<file path="src/rtl/tx_rs_layer_if.sv">
// MAC-side word bus and PHY-side XGMII lanes of the transmit reconciliation sublayer.
// The slave modport is the RS block; the master modport is the MAC/PHY environment.
interface tx_rs_layer_if;
    logic [63:0] txd64;
    logic [7:0]  txc8;
    logic        tx_rd;
    logic [31:0] txd;
    logic [3:0]  txc;

    modport master (
        output txd64,
        output txc8,
        input  tx_rd,
        input  txd,
        input  txc
    );

    modport slave (
        input  txd64,
        input  txc8,
        output tx_rd,
        output txd,
        output txc
    );
endinterface

</file>
<file path="src/rtl/tx_rs_layer.sv">
// Transmit reconciliation sublayer: splits 64-bit MAC words into 32-bit XGMII transfers
// and substitutes Remote Fault / Idle columns at frame boundaries while a link fault is reported.
module tx_rs_layer #(
    parameter int unsigned MIN_HOLD = 4
) (
    input  logic         txclk_2x,
    input  logic         reset,
    input  logic [1:0]   link_fault,
    tx_rs_layer_if.slave bus
);
    localparam logic [63:0] IDLE_D    = 64'h07070707_07070707;
    localparam logic [7:0]  IDLE_C    = 8'hFF;
    localparam logic [63:0] RF_D      = 64'h0200009C_0200009C;
    localparam logic [7:0]  RF_C      = 8'h11;
    localparam logic [3:0]  HOLD_INIT = 4'(MIN_HOLD - 32'd1);

    typedef enum logic [1:0] {
        ST_IDLE  = 2'd0,
        ST_FRAME = 2'd1,
        ST_OVR   = 2'd2
    } state_t;

    state_t      state_q, state_d;
    logic [3:0]  hold_q, hold_d;
    logic        rf_q, rf_d;
    logic        tx_rd_q;
    logic [31:0] hold_hi_q;
    logic [3:0]  hold_hic_q;
    logic [31:0] txd_q;
    logic [3:0]  txc_q;

    logic [7:0]  term_s;
    logic [7:0]  idle_lane_s;
    logic        start0_s, start4_s, start_any_s;
    logic        term_lo_s, term_any_s, pure_idle_s;
    logic        fault_s, lf_rf_s;
    logic        repl_s, repl_rf_s;
    logic [63:0] word_d;
    logic [7:0]  ctl_d;

    // Per-lane decode of Terminate/Error and Idle control characters in the offered word
    always_comb begin
        term_s      = 8'd0;
        idle_lane_s = 8'd0;
        for (int n = 0; n < 8; n++) begin
            term_s[n]      = bus.txc8[n] && ((bus.txd64[8*n +: 8] == 8'hFD) ||
                                             (bus.txd64[8*n +: 8] == 8'hFE));
            idle_lane_s[n] = bus.txc8[n] && (bus.txd64[8*n +: 8] == 8'h07);
        end
    end

    assign start0_s    = bus.txc8[0] && (bus.txd64[7:0] == 8'hFB);
    assign start4_s    = bus.txc8[4] && (bus.txd64[39:32] == 8'hFB);
    assign start_any_s = start0_s || start4_s;
    assign term_lo_s   = |term_s[3:0];
    assign term_any_s  = |term_s;
    assign pure_idle_s = &idle_lane_s;
    // 01 and 11 both count as local fault and are answered with Remote Fault
    assign fault_s     = (link_fault != 2'b00);
    assign lf_rf_s     = link_fault[0];

    // Per-word next state and the word actually forwarded to the PHY
    always_comb begin
        state_d   = state_q;
        hold_d    = hold_q;
        rf_d      = rf_q;
        repl_s    = 1'b0;
        repl_rf_s = 1'b0;
        case (state_q)
            ST_IDLE: begin
                if (fault_s && !start_any_s) begin
                    state_d   = ST_OVR;
                    hold_d    = HOLD_INIT;
                    rf_d      = lf_rf_s;
                    repl_s    = 1'b1;
                    repl_rf_s = lf_rf_s;
                end else if (start4_s || (start0_s && !term_any_s)) begin
                    state_d = ST_FRAME;
                end else begin
                    state_d = ST_IDLE;
                end
            end
            ST_FRAME: begin
                // A lane-4 Start behind a low-half Terminate opens the next frame
                if (start4_s && term_lo_s) begin
                    state_d = ST_FRAME;
                end else if (term_any_s) begin
                    state_d = ST_IDLE;
                end else begin
                    state_d = ST_FRAME;
                end
            end
            ST_OVR: begin
                hold_d = (hold_q == 4'd0) ? 4'd0 : (hold_q - 4'd1);
                if ((hold_q == 4'd0) && !fault_s) begin
                    if (pure_idle_s) begin
                        state_d = ST_IDLE;
                    end else begin
                        repl_s    = 1'b1;
                        repl_rf_s = 1'b0;
                    end
                end else begin
                    // While the hold runs out with no fault, keep the last fault content
                    rf_d      = fault_s ? lf_rf_s : rf_q;
                    repl_s    = 1'b1;
                    repl_rf_s = rf_d;
                end
            end
            default: begin
                state_d   = ST_IDLE;
                hold_d    = 4'd0;
                rf_d      = 1'b0;
                repl_s    = 1'b1;
                repl_rf_s = 1'b0;
            end
        endcase

        if (repl_s) begin
            word_d = repl_rf_s ? RF_D : IDLE_D;
            ctl_d  = repl_rf_s ? RF_C : IDLE_C;
        end else begin
            word_d = bus.txd64;
            ctl_d  = bus.txc8;
        end
    end

    // Word-rate FSM and double-rate serializer; phase-0 edges sample, phase-1 edges send the high half
    always_ff @(posedge txclk_2x or negedge reset) begin
        if (!reset) begin
            tx_rd_q    <= 1'b1;
            state_q    <= ST_IDLE;
            hold_q     <= 4'd0;
            rf_q       <= 1'b0;
            hold_hi_q  <= IDLE_D[63:32];
            hold_hic_q <= IDLE_C[7:4];
            txd_q      <= IDLE_D[31:0];
            txc_q      <= IDLE_C[3:0];
        end else begin
            tx_rd_q <= ~tx_rd_q;
            if (tx_rd_q) begin
                state_q    <= state_d;
                hold_q     <= hold_d;
                rf_q       <= rf_d;
                hold_hi_q  <= word_d[63:32];
                hold_hic_q <= ctl_d[7:4];
                txd_q      <= word_d[31:0];
                txc_q      <= ctl_d[3:0];
            end else begin
                txd_q <= hold_hi_q;
                txc_q <= hold_hic_q;
            end
        end
    end

    assign bus.tx_rd = tx_rd_q;
    assign bus.txd   = txd_q;
    assign bus.txc   = txc_q;
endmodule

</file>
<file path="src/flat_wrapper.sv">
// flat-port wrapper written by rule: the top's interface ports become plain ports
module tx_rs_layer_flat 
#(
    parameter int unsigned MIN_HOLD = 4
)
  (txclk_2x, reset, link_fault, bus_txd64, bus_txc8, bus_tx_rd, bus_txd, bus_txc);
  tx_rs_layer_if bus_i ();
  input  logic txclk_2x;
  input  logic reset;
  input  logic [1:0] link_fault;
  input wire logic [$bits(bus_i.txd64)-1:0] bus_txd64;
  input wire logic [$bits(bus_i.txc8)-1:0] bus_txc8;
  output wire logic [$bits(bus_i.tx_rd)-1:0] bus_tx_rd;
  output wire logic [$bits(bus_i.txd)-1:0] bus_txd;
  output wire logic [$bits(bus_i.txc)-1:0] bus_txc;
  assign bus_i.txd64 = bus_txd64;
  assign bus_i.txc8 = bus_txc8;
  assign bus_tx_rd = bus_i.tx_rd;
  assign bus_txd = bus_i.txd;
  assign bus_txc = bus_i.txc;
  tx_rs_layer #(.MIN_HOLD(MIN_HOLD)) u_core (.txclk_2x(txclk_2x), .reset(reset), .link_fault(link_fault), .bus(bus_i));
endmodule
</file>
<file path="config.mk">
export PLATFORM = sky130hd
export DESIGN_NAME = tx_rs_layer_flat
export DESIGN_NICKNAME = d
export VERILOG_FILES = /design/src/rtl/tx_rs_layer_if.sv /design/src/rtl/tx_rs_layer.sv /design/src/flat_wrapper.sv
export SDC_FILE = /design/constraint.sdc
export NUM_CORES = 1
export LEC_CHECK = 0
export ABC_AREA = 1
export BUFFER_PORTS_ARGS = -buffer_cell sky130_fd_sc_hd__buf_2
export CAP_MARGIN = 20
export CORE_AREA = 4 4 95 97
export CTS_CLUSTER_SIZE = 25
export DETAILED_ROUTE_END_ITERATION = 16
export DIE_AREA = 0 0 99 101
export GPL_ROUTABILITY_DRIVEN = 0
export HOLD_SLACK_MARGIN = 0.05
export PLACE_DENSITY = 0.83
export REMOVE_ABC_BUFFERS = 1
export SETUP_SLACK_MARGIN = 0.4
export SYNTH_ARGS = -nofsm -noshare
export SYNTH_HDL_FRONTEND = slang
export SYNTH_SLANG_ARGS = --single-unit
</file>
<file path="constraint.sdc">
create_clock -name txclk_2x -period 4.17 [get_ports txclk_2x]
set_clock_uncertainty 0.15 [all_clocks]
set_input_delay 1.251 -clock txclk_2x [delete_from_list [all_inputs] [get_ports txclk_2x]]
set_output_delay 1.251 -clock txclk_2x [all_outputs]
set_load 0.02 [all_outputs]
</file>
# Word level (Yosys, flattened, before mapping)

Index checks and enable logic that the tools add are counted.
W data, S select, Z words.

Word-level logic and storage cells: 114
Input port bits: 76
Output and inout port bits: 37
Register bits: 80

Reductions and logical operators: 44
Add/subtract/negate cells: 1
Eq/ne operators: 32
Bitwise operators: 2
Multiplexer cells: 27

Operators with widths:

| operator              | count |
|---|---|
| $eq A8 B8 Y1 const B  | 18 |
| $eq A8 B3 Y1 const B  | 8 |
| $mux W64              | 1 |
| $mux W59              | 1 |
| $mux W32              | 1 |
| $logic_and A1 B1 Y1   | 22 |
| $mux W8               | 2 |
| $mux W4               | 3 |
| $pmux W4 S3           | 1 |
| $logic_or A1 B1 Y1    | 10 |
| $mux W1               | 10 |
| $mux W2               | 4 |
| $reduce_and A8 Y1     | 1 |
| $reduce_or A8 Y1      | 1 |
| $ne A2 B1 Y1 const B  | 3 |
| $pmux W1 S3           | 2 |
| $pmux W2 S3           | 1 |
| $reduce_and A3 Y1     | 2 |
| $logic_not A4 Y1      | 1 |
| $reduce_and A4 Y1     | 1 |
| $reduce_or A4 Y1      | 1 |
| $sub A4 B1 Y4 const B | 1 |
| $logic_not A1 Y1      | 3 |
| $eq A2 B1 Y1 const B  | 1 |
| other kinds (6)       | 7 |

# Depth between registers and ports, before layout

Word-level depth: 10
Depth in mapped cells: 13
Gate-level depth less buffers: 12

# Least setup slack after synthesis

Ideal clock, no wire load.

Path kind: input-to-reg
Start point: input port link_fault[0]
End point: register u_core.hold_hi_q[29]
Setup slack: 1,506 ps
Required time: 3,954 ps
Path buffers: 1
Stages: 11
Library setup time: 66 ps
Arrival time: 2,447 ps
Cells stage by stage: or2_4 -> nor2_4 -> nand2_1 -> nor2_1 -> nand3_2 -> nand2_4 -> nand2_4 -> nor2_8 -> buf_6 -> nand2_1 -> nand2_1

Cells in the longest elaborated chain, start to end: 6
Elaborated cells on any way between the ends: 8

Ends and longest elaborated chain:

| item                   | RTL line           | RTL |
|---|---|---|
| start: declaration     | flat_wrapper.sv:10 | `input logic [1:0] link_fault;` |
| $reduce_bool A2 Y1 *   | tx_rs_layer.sv:59  | `assign fault_s = (link_fault != 2'b00);` |
| $logic_not A1 Y1       | tx_rs_layer.sv:95  | `if ((hold_q == 4'd0) && !fault_s) begin` |
| $logic_and A1 B1 Y1    | tx_rs_layer.sv:95  |  |
| $mux W1                | tx_rs_layer.sv:95  |  |
| $pmux W1 S3 *          | tx_rs_layer.sv:69  | `case (state_q)` |
| $mux W64 *             | tx_rs_layer.sv:118 | `if (repl_s) begin` |
| end signal: assignment | tx_rs_layer.sv:134 | `hold_hi_q <= IDLE_D[63:32];` |
| end signal: assignment | tx_rs_layer.sv:144 | `hold_hi_q <= word_d[63:32];` |
| end: declaration       | tx_rs_layer.sv:27  | `logic [31:0] hold_hi_q;` |

Mark *: on every way between the ends. The rest lies on a longest branch, timed or not.
A chain may end at the register's enable or synchronous reset.

# Final worst setup path

Start point: input port link_fault[0]
End point: register u_core.hold_hi_q[28]

The elaborated chain is that of the path after synthesis.

==> flow_metrics.py <==
metrics = {
    "outcome": {
        "outcome": "finished, final reports clean",
    },
    "logic_synthesis": {
        "yosys.cell_types.count": 28,
        "yosys.area_share.simple_pct": 35.5,
        "ys_async_sr_fraction_pct": 100,
        "synthDominantAreaCellType": "sky130_fd_sc_hd__dfrtp_1",
        "netlist_area_um2": 3960,
        "synth.top_cell.area_share_pct": 29.7,
        "compound_gate_fraction_of_synth_area_pct": 6.06,
        "synth.avg_cell_area_um2": 7.85,
        "main_combinational_cell_family_by_area_after_synthesis": "simple AND/OR/NAND/NOR gates",
        "muxShareOfSynthArea_pct": 0,
        "synth_area_leaders": "sky130_fd_sc_hd__dfrtp_1 30%, sky130_fd_sc_hd__dfstp_2 22%, sky130_fd_sc_hd__nand2_1 18%",
        "postSynthRegisterBits": 80,
        "synthTopCellsByCount": "193 x sky130_fd_sc_hd__nand2_1, 65 x sky130_fd_sc_hd__nor2_1, 47 x sky130_fd_sc_hd__dfrtp_1",
        "synth_warnings": 0,
        "yosysMostFrequentCell": "sky130_fd_sc_hd__nand2_1",
        "synth_seq_area_share_pct": 51.6,
        "synth_enable_flop_cells": 0,
        "post_synth_xor_area_fraction_pct": 0.442,
        "dominantRegCellSynth": "sky130_fd_sc_hd__dfrtp_1",
        "post_synth_fa_ha_maj_area_fraction_pct": 0.316,
        "synth_instances": 505,
    },
    "placement": {
        "dp.final_hpwl_um": 7730,
        "placement.io_buffers": 112,
        "place_inst": 711,
    },
    "clock_tree": {
        "cts.sink_count": 80,
        "cts_bufs_inserted": 9,
        "hold_buffers": 0,
        "post-cts-setup-buffers": 0,
        "cts_tree": "done",
        "clock_path_buffers": 2,
        "worst_setup_hold_path_clk_slew_ns": 0.09,
        "insertion_delay_ns": 0.36,
        "cts_root_buf": "sky130_fd_sc_hd__clkbuf_8",
        "cts_resized": 0,
        "clock_tree.htree_level_count": 3,
    },
    "route": {
        "drt_pre_antenna_iters": 5,
        "routed_wl_um": 10300,
        "ant_nets": 0,
        "routed-via-count": 3731,
        "viasPerCell": 5.13,
        "first_iter_violations": 195,
        "route.detailed.wl_per_inst_um": 14.2,
        "post-route-drc-count": 0,
    },
    "die": {
        "die_area_um2": 10000,
        "floorplan.initialDensity_pct": 48.7,
        "ios": 113,
        "floorplan.die.width_um": 99,
        "fp.dieH_um": 101,
        "core_area_um2": 8130,
        "rows": 33,
    },
    "sta": {
        "final_hold_viol_count": 0,
        "relSlewSlack_pct": 60.9,
        "max_freq_ghz": 0.333,
        "slew_violations": 0,
        "finalCriticalPeriod_ns": 3.01,
        "post-route-period-util_pct": 72.1,
        "least_margin_pin_slew_ns": 0.586,
        "timing.final.setup_violations": 0,
        "grt_setup_unrepaired": "no",
        "tns_ns": 0,
    },
    "final_layout": {
        "fill_cells": 729,
        "insertedDiodeCount": 0,
        "final_nets": 695,
        "drive_above_1_share_pct": 31.3,
        "finalNonFillerCells": 728,
        "syn_to_final_growth_pct": 21.4,
    },
    "global_route": {
        "globalRoute.totalOverflow": 0,
        "grt_pass1_wl_um": 17100,
        "grt_pass1_vias": 3625,
        "grt_max_degree": 81,
        "grt_usage_pct": 21.6,
        "number_of_antenna_violations_at_the_first_check_in_global_routing": 0,
    },
    "worst_setup_path": {
        "critPathCaptureType": "flip-flop",
        "worst-setup-path-type": "in2reg",
        "worst_ep_required_time_ns": 4.33,
        "cp-start-kind": "input pin",
        "worstPathMaxFanout": 34,
        "worst_ep_arrival_time_ns": 3.16,
    },
    "power": {
        "power.leakage_uw": 0.00266,
        "power-per-cell-area_nw_per_um2": 593,
        "ir_drop_v": 0.000273,
    },
    "job": {
        "cap_violations": 0,
    },
    "hold_path": {
        "worstHoldPathType": "reg2reg",
    },
}
==> layout by cell type (no fill, tap or decap), drive strengths merged, types with 2 or more instances in the layout <==
cell type and instances:
a21oi 3, buf 115, clkbuf 10, dfrtp 47
dfstp 33, inv 43, nand2 215, nand3 25
nand3b 3, nand4 8, nor2 69, nor3 2
o21ai 41, xor2 2
==> metal layers <==
layer / vias to the layer above / GRT usage, % / part of all wire [%]
met4: 0 / 9.35 / 3.1
li1: 1801 / - / -
met2: 180 / 35.4 / 48
met5: - / 0 / 0
met1: 1723 / 28.3 / 41
met3: 27 / 3.53 / 7.4
==> path summary, 6_finish.rpt <==
path,end,cells past startpoint,startpoint,slack [ns]
worst max-delay path,u_core.hold_hi_q[28]$_DFFE_PN0P_,11,link_fault[0],1.16
worst min-delay path,u_core.bus.txd[3]$_DFF_PN0_,2,u_core.hold_hi_q[3]$_DFFE_PN0P_,0.32
worst max register to register,u_core.hold_hi_q[28]$_DFFE_PN0P_,12,u_core.hold_q[0]$_DFFE_PN0P_,1.54
worst min register to register,u_core.bus.txd[3]$_DFF_PN0_,2,u_core.hold_hi_q[3]$_DFFE_PN0P_,0.32
max in group asynchronous,u_core.bus.txd[1]$_DFF_PN1_,2,reset,2.58
min in group asynchronous,u_core.bus.txd[27]$_DFF_PN0_,1,reset,0.65
==> flip-flops by register name, indices dropped and copies added (netlist names) <==
signal,cells
u_core.hold_q,4
u_core.bus.txd,32
u_core.hold_hic_q,4
u_core.hold_hi_q,32
u_core.rf_q,1
u_core.bus.txc,4
u_core.bus.tx_rd,1
u_core.state_q,2
==> final cells by class <==
cell class	instances	area [µm²]	share of cell area, %
Multi-Input combinational cell	373	1680	34.9
Inverter	39	146	3.04
Timing Repair Buffer	115	606	12.6
Clock inverter	6	56.3	1.17
Sequential cell	80	2040	42.5
Clock buffer	10	149	3.10
Tap cell	105	131	2.73
==> power by group <==
| group | internal (µW) | total [µW] | switching (µW) |
|---|---|---|---|
| registers | 1160 | 1240 | 81.0 |
| logic | 315 | 1020 | 709 |
| clock network | 266 | 589 | 323 |
| total | 1740 | 2850 | 1110 |
==> cell families after synthesis <==
| kind of cell | Yosys count |
|---|---|
| simple gates | 323 |
| flops | 80 |
| fa+ha+maj | 1 |
| xor+xnor | 2 |
| buf+inv | 52 |
| compound gates | 47 |
==> critical path: stages <==
cell                      delay, ns
sky130_fd_sc_hd__buf_2         0.12
sky130_fd_sc_hd__or2_4         0.27
sky130_fd_sc_hd__nor2_4        0.13
sky130_fd_sc_hd__nand2_1       0.06
sky130_fd_sc_hd__nor2_1        0.12
sky130_fd_sc_hd__nand3_2       0.11
sky130_fd_sc_hd__nand2_4       0.12
sky130_fd_sc_hd__nand2_4       0.20
sky130_fd_sc_hd__nor2_8        0.53
sky130_fd_sc_hd__nand2_1       0.12
sky130_fd_sc_hd__nand2_1       0.08
==> through the flow <==
step                      worst slack, ns  cell area (µm²)  hold slack (ns)  total power (µW)  utilization [%]
after floorplan                      1.27             3870            0.293              1920                -
after global placement              0.898             4580            0.307              2230             56.3
after detailed placement            0.818             4580            0.308              2280             56.3
after CTS                            1.19             4780            0.323              2870             58.8
after global routing                0.916             4810            0.355              3040             59.1
final                                1.16             4810            0.325              2850             59.1
Power figures use the tool's default switching activity.
